[src/rtl/pid_cntrl_param.sv]
// rtl/pid_cntrl_param.sv - parametrised balance PID with slow-start ramp and integrator anti-windup
// Two-stage pipeline: stage 1 registers P/I/D terms, stage 2 sums, saturates and scales by ramp state.
module pid_cntrl_param #(
  parameter int ERR_W    = 10,
  parameter int INT_W    = 18,
  parameter int OUT_W    = 12,
  parameter int GAIN_W   = 6,
  parameter int D_DEPTH  = 4,
  parameter int I_SHIFT  = 1,
  parameter int FAST_SIM = 1
) (
  input  logic                    clk,
  input  logic                    rst_n,
  input  logic                    vld,
  input  logic [15:0]             err,
  input  logic [GAIN_W-1:0]       P_gain,
  input  logic [GAIN_W-1:0]       D_gain,
  input  logic                    pwr_up,
  input  logic                    rider_off,
  input  logic                    hold,
  output logic signed [OUT_W-1:0] cntrl,
  output logic                    cntrl_vld,
  output logic [7:0]              ss_tmr,
  output logic                    int_sat
);

  localparam int P_W   = ERR_W + GAIN_W + 1;
  localparam int D_W   = ERR_W + GAIN_W + 2;
  localparam int W_A   = (OUT_W + 4 > D_W) ? OUT_W + 4 : D_W;
  localparam int SUM_W = ((W_A > INT_W) ? W_A : INT_W) + 2;
  localparam int SC_W  = OUT_W + 9;
  localparam logic [26:0] TMR_INC = (FAST_SIM != 0) ? 27'd256 : 27'd1;

  typedef enum logic [1:0] {IDLE, RAMP, RUN} state_t;

  state_t                  state_q, state_d;
  logic [26:0]             tmr_q, tmr_d;
  logic signed [INT_W-1:0] integ_q, integ_d;
  logic                    int_sat_q, int_sat_d;
  logic signed [ERR_W-1:0] hist_q [D_DEPTH];
  logic signed [ERR_W-1:0] hist_d [D_DEPTH];
  logic signed [P_W-1:0]   p_q, p_d;
  logic signed [D_W-1:0]   dterm_q, dterm_d;
  logic signed [INT_W-1:0] iterm_q, iterm_d;
  logic                    s1_vld_q, s1_vld_d;
  logic signed [OUT_W-1:0] cntrl_q, cntrl_d;
  logic                    cntrl_vld_q, cntrl_vld_d;

  logic signed [ERR_W-1:0] err_sat;
  logic signed [INT_W:0]   int_sum;
  logic signed [P_W-1:0]   p_err, p_gain_x;
  logic signed [D_W-1:0]   d_diff, d_gain_x;
  logic signed [SUM_W-1:0] pid_sum;
  logic signed [OUT_W-1:0] pid_sat;
  logic signed [SC_W-1:0]  sc_pid, sc_tmr, sc_prod;

  // Operands are widened by hand so every product and sum is computed at its final width.
  always_comb begin
    if (&err[15:ERR_W-1] || ~|err[15:ERR_W-1]) err_sat = err[ERR_W-1:0];
    else err_sat = err[15] ? {1'b1, {(ERR_W-1){1'b0}}} : {1'b0, {(ERR_W-1){1'b1}}};
    int_sum  = {integ_q[INT_W-1], integ_q} + {{(INT_W+1-ERR_W){err_sat[ERR_W-1]}}, err_sat};
    p_err    = {{(P_W-ERR_W){err_sat[ERR_W-1]}}, err_sat};
    p_gain_x = {{(P_W-GAIN_W){1'b0}}, P_gain};
    d_diff   = {{(D_W-ERR_W){err_sat[ERR_W-1]}}, err_sat}
             - {{(D_W-ERR_W){hist_q[D_DEPTH-1][ERR_W-1]}}, hist_q[D_DEPTH-1]};
    d_gain_x = {{(D_W-GAIN_W){1'b0}}, D_gain};
  end

  always_comb begin
    integ_d   = integ_q;
    int_sat_d = int_sat_q;
    hist_d    = hist_q;
    p_d       = p_q;
    dterm_d   = dterm_q;
    iterm_d   = iterm_q;
    s1_vld_d  = 1'b0;
    if (rider_off) begin
      integ_d   = '0;
      int_sat_d = 1'b0;
      for (int i = 0; i < D_DEPTH; i++) hist_d[i] = '0;
    end else if (vld) begin
      if (!hold) begin
        if (int_sum[INT_W] != int_sum[INT_W-1]) begin
          int_sat_d = 1'b1;
        end else begin
          integ_d   = int_sum[INT_W-1:0];
          int_sat_d = 1'b0;
        end
      end
      p_d     = p_err * p_gain_x;
      dterm_d = d_diff * d_gain_x;
      iterm_d = integ_d >>> I_SHIFT;
      for (int i = D_DEPTH - 1; i > 0; i--) hist_d[i] = hist_q[i-1];
      hist_d[0] = err_sat;
      s1_vld_d  = 1'b1;
    end
  end

  always_comb begin
    pid_sum = {{(SUM_W-P_W){p_q[P_W-1]}}, p_q}
            + {{(SUM_W-D_W){dterm_q[D_W-1]}}, dterm_q}
            + {{(SUM_W-INT_W){iterm_q[INT_W-1]}}, iterm_q};
    if (&pid_sum[SUM_W-1:OUT_W-1] || ~|pid_sum[SUM_W-1:OUT_W-1]) pid_sat = pid_sum[OUT_W-1:0];
    else pid_sat = pid_sum[SUM_W-1] ? {1'b1, {(OUT_W-1){1'b0}}} : {1'b0, {(OUT_W-1){1'b1}}};
    sc_pid  = {{(SC_W-OUT_W){pid_sat[OUT_W-1]}}, pid_sat};
    sc_tmr  = {{(SC_W-8){1'b0}}, ss_tmr};
    sc_prod = sc_pid * sc_tmr;
    cntrl_d     = cntrl_q;
    cntrl_vld_d = s1_vld_q;
    if (s1_vld_q) begin
      case (state_q)
        IDLE:    cntrl_d = '0;
        RAMP:    cntrl_d = OUT_W'(sc_prod >>> 8);
        default: cntrl_d = pid_sat;
      endcase
    end
  end

  // Timer parks once bits [26:8] are all ones so ss_tmr sits at 8'hFF.
  always_comb begin
    tmr_d = tmr_q;
    if (!pwr_up) tmr_d = '0;
    else if (!(&tmr_q[26:8])) tmr_d = tmr_q + TMR_INC;
    state_d = state_q;
    if (!pwr_up) begin
      state_d = IDLE;
    end else begin
      case (state_q)
        IDLE:    state_d = RAMP;
        RAMP:    if (ss_tmr == 8'hFF) state_d = RUN;
        default: state_d = state_q;
      endcase
    end
  end

  always_ff @(posedge clk or negedge rst_n) begin
    if (!rst_n) begin
      state_q     <= IDLE;
      tmr_q       <= '0;
      integ_q     <= '0;
      int_sat_q   <= 1'b0;
      hist_q      <= '{default: '0};
      p_q         <= '0;
      dterm_q     <= '0;
      iterm_q     <= '0;
      s1_vld_q    <= 1'b0;
      cntrl_q     <= '0;
      cntrl_vld_q <= 1'b0;
    end else begin
      state_q     <= state_d;
      tmr_q       <= tmr_d;
      integ_q     <= integ_d;
      int_sat_q   <= int_sat_d;
      hist_q      <= hist_d;
      p_q         <= p_d;
      dterm_q     <= dterm_d;
      iterm_q     <= iterm_d;
      s1_vld_q    <= s1_vld_d;
      cntrl_q     <= cntrl_d;
      cntrl_vld_q <= cntrl_vld_d;
    end
  end

  assign ss_tmr    = tmr_q[26:19];
  assign cntrl     = cntrl_q;
  assign cntrl_vld = cntrl_vld_q;
  assign int_sat   = int_sat_q;

endmodule

[config.mk]
export PLATFORM = sky130hd
export DESIGN_NAME = pid_cntrl_param
export DESIGN_NICKNAME = d
export VERILOG_FILES = /design/src/rtl/pid_cntrl_param.sv
export SDC_FILE = /design/constraint.sdc
export NUM_CORES = 1
export LEC_CHECK = 0
export ABC_AREA = 0
export CORE_ASPECT_RATIO = 1.5
export CORE_MARGIN = 5
export CORE_UTILIZATION = 35
export CTS_BUF_LIST = sky130_fd_sc_hd__clkbuf_2
export CTS_CLUSTER_DIAMETER = 50
export DETAILED_ROUTE_END_ITERATION = 8
export GPL_ROUTABILITY_DRIVEN = 1
export GPL_TIMING_DRIVEN = 0
export PLACE_DENSITY = 0.51
export RECOVER_POWER = 100
export SLEW_MARGIN = 20
export SYNTH_ARGS = -nofsm -noshare
export SYNTH_HDL_FRONTEND = slang
export SYNTH_SLANG_ARGS = --single-unit
[constraint.sdc]
create_clock -name clk -period 12.19 [get_ports clk]
set_clock_uncertainty 0.05 [all_clocks]
set_input_delay 1.8285 -clock clk [delete_from_list [all_inputs] [get_ports clk]]
set_output_delay 1.8285 -clock clk [all_outputs]
set_load 0.02 [all_outputs]
==> flow_metrics.tcl, run 1 <==
set metrics [dict create \
    yosys_warnings 0 \
    fin_crit_sh 0.8358 \
    wire_per_inst_um 17.43 \
    mostFrequentLayoutCell "inv_1" \
    tightest_slew_ns 5.195 \
    total_power_mw 3.334 \
    grt-ovfl-total 0 \
    setup_tns_ns 0 \
    stdcell_count 2651 \
    crit_path_top_delay_cell "nor2_1" \
    rsz0062_at_grt "no" \
    h-tree-depth 4 \
    drcViolationCount 0 \
    pre_cts_ws_ns 1.477 \
    synth_ff_type "dfrtp_1" \
    max_cap_viol_count 2 \
    synth.yosys.seq_area_share 0.2130 \
    dp.cells 2618 \
    die_area_um2 53620 \
    fmax_mhz 98.16 \
    grt_max_degree 93 \
    hold_path.class "register to register" \
    violations "capacitance limit, slew limit" \
    setup_violations 0 \
    die_x_um 190.7 \
    synth-seq-cells 146 \
    numClockSinks 146 \
    async_flop_share 1.000 \
    die_h_um 281.1 \
    ant_nets 0 \
    drtPass1Iterations 8 \
    period_needed_ns 10.19 \
    irDropWorstVdd_uv 185.1 \
    grt_pass1_vias 14210 \
    reg2regPathDepth 36 \
    hold_buffers 0 \
    start_util 0.3532 \
    yosysTopAreaCellShare 0.2171 \
    postCtsSetupRepairBufs 0 \
    relSlewSlack -2.463 \
    syn2layout_area_growth_pct 8.828 \
    root_buffer "clkbuf_2" \
    antenna_found_initial 1 \
    track_usage 0.1787 \
    clk_latency_ns 0.83 \
    globalplace.congestion 0.8884 \
    io_buffer_count 50 \
    final_nets 2353 \
    row_count 99 \
    hold_violations 0 \
    final-max-slew-violation-count 149 \
    via_per_inst 5.032 \
    required_ns 12.90 \
    routed_wl_mm 46.22 \
    yosys-top-cells-area "fa_1, dfrtp_1, ha_1" \
    cts_buffers 17 \
    initialDrtViolationCount 615 \
    post_cts_resized 0 \
    syn-num-nets 2283 \
    power_leakage_nw 9.341 \
    cts_tree "built" \
    arrival_ns 10.89 \
    dp_hpwl_mm 37.37 \
    vias 13340 \
    final_layout_size_suffix_gt1_frac 0.02808 \
    synth_area_leader_cell "fa_1" \
    status "complete, but fails checks" \
    start_kind "register" \
    syn-cell-area_um2 17150 \
    critPathMaxStageDelay_ns 0.85 \
    clockBufferDepth 2 \
    boundaryPins 56 \
    avgSynthCellArea_um2 8.974 \
    power.density_nw_per_um2 178.6 \
    clkTransAtPathRegs_ns 0.26 \
    cp_max_fo 10 \
    synthCells 1911 \
    fin_ws_ns 2.002 \
    timing.hold.ws_ns 0.3743 \
    end_kind "register" \
    path_class "register to register" \
    fp.coreArea_um2 48560 \
    synth_cell_types 73 \
    final_cell_mix "inv_1, nand2_1, fa_1" \
    grt_pass1_wl_mm 75.63 \
    hold_depth 0 \
    synth_edf_count 0 \
]
==> cell families after synthesis <==
kind of cell	Yosys count	share of synthesized area
xor gates and xnor gates	89	0.04545
and+or+nand+nor	623	0.1762
muxes	74	0.04334
AOI/OAI and AO/OA	315	0.1197
DFF	146	0.2130
buffers and inverters	326	0.07427
adders and majority gates	338	0.3280
==> layer usage <==
layer	GRT usage	share of wire
met1	0.1979	0.39
met3	0.02050	0.026
met2	0.3567	0.57
met4	0.04533	0.021
met5	0	0
==> flip-flops by register name, indices dropped and copies added (netlist names) <==
register / cells
p_q: 17
int_sat: 1
cntrl_vld_d: 1
integ_q: 18
hist_q: 40
iterm_q: 17
cntrl: 12
tmr_q: 19
dterm_q: 18
cntrl_vld: 1
state_q: 2
==> layout make-up <==
| type | count | area (um2) |
|---|---|---|
| Sequential cell | 146 | 3654 |
| Clock buffer | 17 | 85.08 |
| Antenna cell | 1 | 2.502 |
| Buffer | 75 | 315.3 |
| Clock inverter | 15 | 151.4 |
| Tap cell | 656 | 820.8 |
| Inverter | 251 | 942.2 |
| Multi-Input combinational cell | 1439 | 12190 |
| Fill cell | 5100 | 29890 |
| Timing Repair Buffer | 51 | 498.0 |
==> power by group <==
group / switching, mW / internal, mW
clock network: 0.215 / 0.0806
logic: 1.56 / 0.841
registers: 0.0791 / 0.563
total: 1.85 / 1.48
==> per-stage QoR <==
step / utilization / cell area [um2]
after floorplan: - / 17150
final: 0.3844 / 18660
after global routing: 0.3844 / 18660
after detailed placement: 0.3811 / 18500
after global placement: 0.3804 / 18470
after CTS: 0.3859 / 18740
==> worst paths after layout <==
check,from,endpoint,slack (ns)
worst min register to register,cntrl_vld_d,cntrl_vld,0.37
worst max-delay path,p_q[1],cntrl[9],2.00
min in group asynchronous,rst_n,tmr_q[20],1.85
worst max register to register,p_q[1],cntrl[9],2.00
worst min-delay path,cntrl_vld_d,cntrl_vld,0.37
max in group asynchronous,rst_n,p_q[8],4.09
==> synth_stat cells, drive strengths merged, types with 31 or more instances <==
cell    instances
dfrtp         146
a21oi          77
fa            186
nand3          31
mux2i          72
xnor2          71
clkbuf         55
nor2          144
and2          122
nand2         202
o21ai          88
ha            152
inv           251
a21o           41
==> worst max-delay path: cells and delay by family, from the launching register on <==
family | cells | cell delay, ns
AO/OA/AOI/OAI | 11 | 2.77
adder cells (fa/ha/maj) | 8 | 3.50
buffers and inverters | 8 | 1.21
flip-flops | 1 | 0.38
AND/OR/NAND/NOR | 9 | 2.17
No activity file was read; power rests on OpenSTA's default activity.
==> inputs of run 2 (changes only) <==
Clock period 12.19 ns to 9.66 ns, I/O delays scaled along.
==> run 2 against run 1 <==
The flow still finishes with violations (capacitance limit, slew limit). Cell count increased by 0.30%. Total power is 34% higher. Global-route usage is the same. Routed wire length is essentially flat. Cell area grew 0.72%. Register-to-register slack worse by 1.5 ns. Critical endpoint unchanged.
==> flow_metrics.tcl, run 2 (synthesis gave the netlist of run 1 again) <==
set metrics [dict create \
    die_area_um2 53620 \
    globalplace.congestion 0.8884 \
    dp.cells 2618 \
    power_leakage_nw 9.398 \
    tightest_slew_ns 5.185 \
    root_buffer "clkbuf_2" \
    hold_violations 0 \
    required_ns 10.35 \
    largest-register "hist_q" \
    violations "capacitance limit, slew limit" \
    grt-ovfl-total 0 \
    hold_path.class "register to register" \
    grt_pass1_wl_mm 75.63 \
    rsz0062_at_grt "no" \
    cp_max_fo 10 \
    routed_wl_mm 46.26 \
    crit_path_top_delay_cell "nor2_2" \
    timing.hold.ws_ns 0.3734 \
    largest_reg_flops 40 \
    total_power_mw 4.454 \
    hold_depth 0 \
    largestRegisters "hist_q x40, tmr_q x19" \
    reg2regPathDepth 35 \
    h-tree-depth 4 \
    die_h_um 281.1 \
    grt_max_degree 93 \
    via_per_inst 5.003 \
    cp_num_cells 35 \
    boundaryPins 56 \
    path_class "register to register" \
    setup_violations 0 \
    hold_buffers 0 \
    clockBufferDepth 2 \
    cts_tree "built" \
    fillers 5081 \
    track_usage 0.1787 \
    ant_nets 0 \
    initialDrtViolationCount 633 \
    max_cap_viol_count 2 \
    dp_hpwl_mm 37.37 \
    syn2layout_area_growth_pct 9.609 \
    final-max-slew-violation-count 149 \
    drcViolationCount 0 \
    period_needed_ns 9.124 \
    drtPass1Iterations 5 \
    fp.coreArea_um2 48560 \
    vias 13300 \
    end_kind "register" \
    wire_per_inst_um 17.40 \
    fmax_mhz 109.6 \
    hold_start "cntrl_vld_d" \
    status "complete, but fails checks" \
    numClockSinks 146 \
    cp_top_family "adder cells" \
    mostFrequentLayoutCell "inv_1" \
    r2r_start "p_q[1]" \
    fin_ws_ns 0.5357 \
    final_nets 2361 \
    startpoint "p_q[1]" \
    die_x_um 190.7 \
    stdcell_count 2659 \
    cts_buffers 17 \
    antenna_found_initial 1 \
    fin_crit_sh 0.9445 \
    pre_cts_ws_ns -0.6737 \
    irDropWorstVdd_uv 242.3 \
    final_cell_mix "inv_1, nand2_1, fa_1" \
    io_buffer_count 50 \
    critPathMaxStageDelay_ns 0.56 \
    power.density_nw_per_um2 237.0 \
    row_count 99 \
    arrival_ns 9.81 \
    clkTransAtPathRegs_ns 0.26 \
    grt_pass1_vias 14210 \
    start_kind "register" \
    start_util 0.3532 \
    relSlewSlack -2.457 \
    final_layout_size_suffix_gt1_frac 0.03896 \
    clk_latency_ns 0.81 \
    crit_buf_inv 7 \
]
-- run 2: cell count changes in the layout (fill, tap and decap cells not counted), sizes merged --
cell,previous run,this run
clkbuf,82,81
clkdlybuf4s50,25,27
buf,12,21
dlygate4sd3,24,22
-- run 2: through the flow --
step                        util  cell area [um2]  TNS (ns)
after CTS                 0.3860            18740         0
after global routing      0.3871            18800         0
after floorplan                -            17150         0
after detailed placement  0.3811            18500    -2.353
final                     0.3871            18800         0
after global placement    0.3804            18470    -1.936
-- run 2: repair_timing --
item                                   CTS  global route
pin swaps                                0             2
gates cloned                             0             0
resized for setup                        1            17
endpoints found under the hold margin    0             0
setup endpoints to repair                1            11
buffers inserted                         0             8
-- run 2: cell type report --
cell class | count | area [um2] | share of cell area
antenna | 1 | 2.502 | 0.0001331
buffer | 75 | 317.8 | 0.01691
clock buffer | 17 | 85.08 | 0.004526
clock inverter | 15 | 151.4 | 0.008054
inverter | 251 | 942.2 | 0.05012
multi-input combinational | 1439 | 12270 | 0.6525
sequential | 146 | 3654 | 0.1944
tap | 656 | 820.8 | 0.04367
timing repair buffer | 59 | 558.0 | 0.02969
-- run 2: path summary, 6_finish.rpt --
kind / end / slack, ns
max: cntrl[9] / 0.54
min: cntrl_vld / 0.37
max reg2reg: cntrl[9] / 0.54
min reg2reg: cntrl_vld / 0.37
max in group asynchronous: p_q[6] / 1.89
min in group asynchronous: tmr_q[20] / 1.50
-- run 2: where the power goes --
part	total [mW]	internal [mW]	switching (mW)
Clock	0.372	0.102	0.271
Sequential	0.810	0.710	0.0998
Combinational	3.27	1.22	2.05
Total	4.45	2.03	2.42
-- run 2: worst register-to-register path: cells and delay by family, from the launching register on --
| kind | cells | cell delay, ns |
|---|---|---|
| and+or+nand+nor | 9 | 1.92 |
| adders and majority gates | 8 | 3.23 |
| DFF | 1 | 0.38 |
| AOI/OAI and AO/OA | 11 | 2.50 |
| buffers and inverters | 7 | 0.98 |
-- run 2: metal layers --
layer  up-vias  global-route usage  part of all wire
met1      6626              0.1979              0.39
met5         -                   0                 0
met3        54             0.02050             0.025
met2       195              0.3567              0.56
li1       6428                   -                 -
met4         0             0.04533             0.022
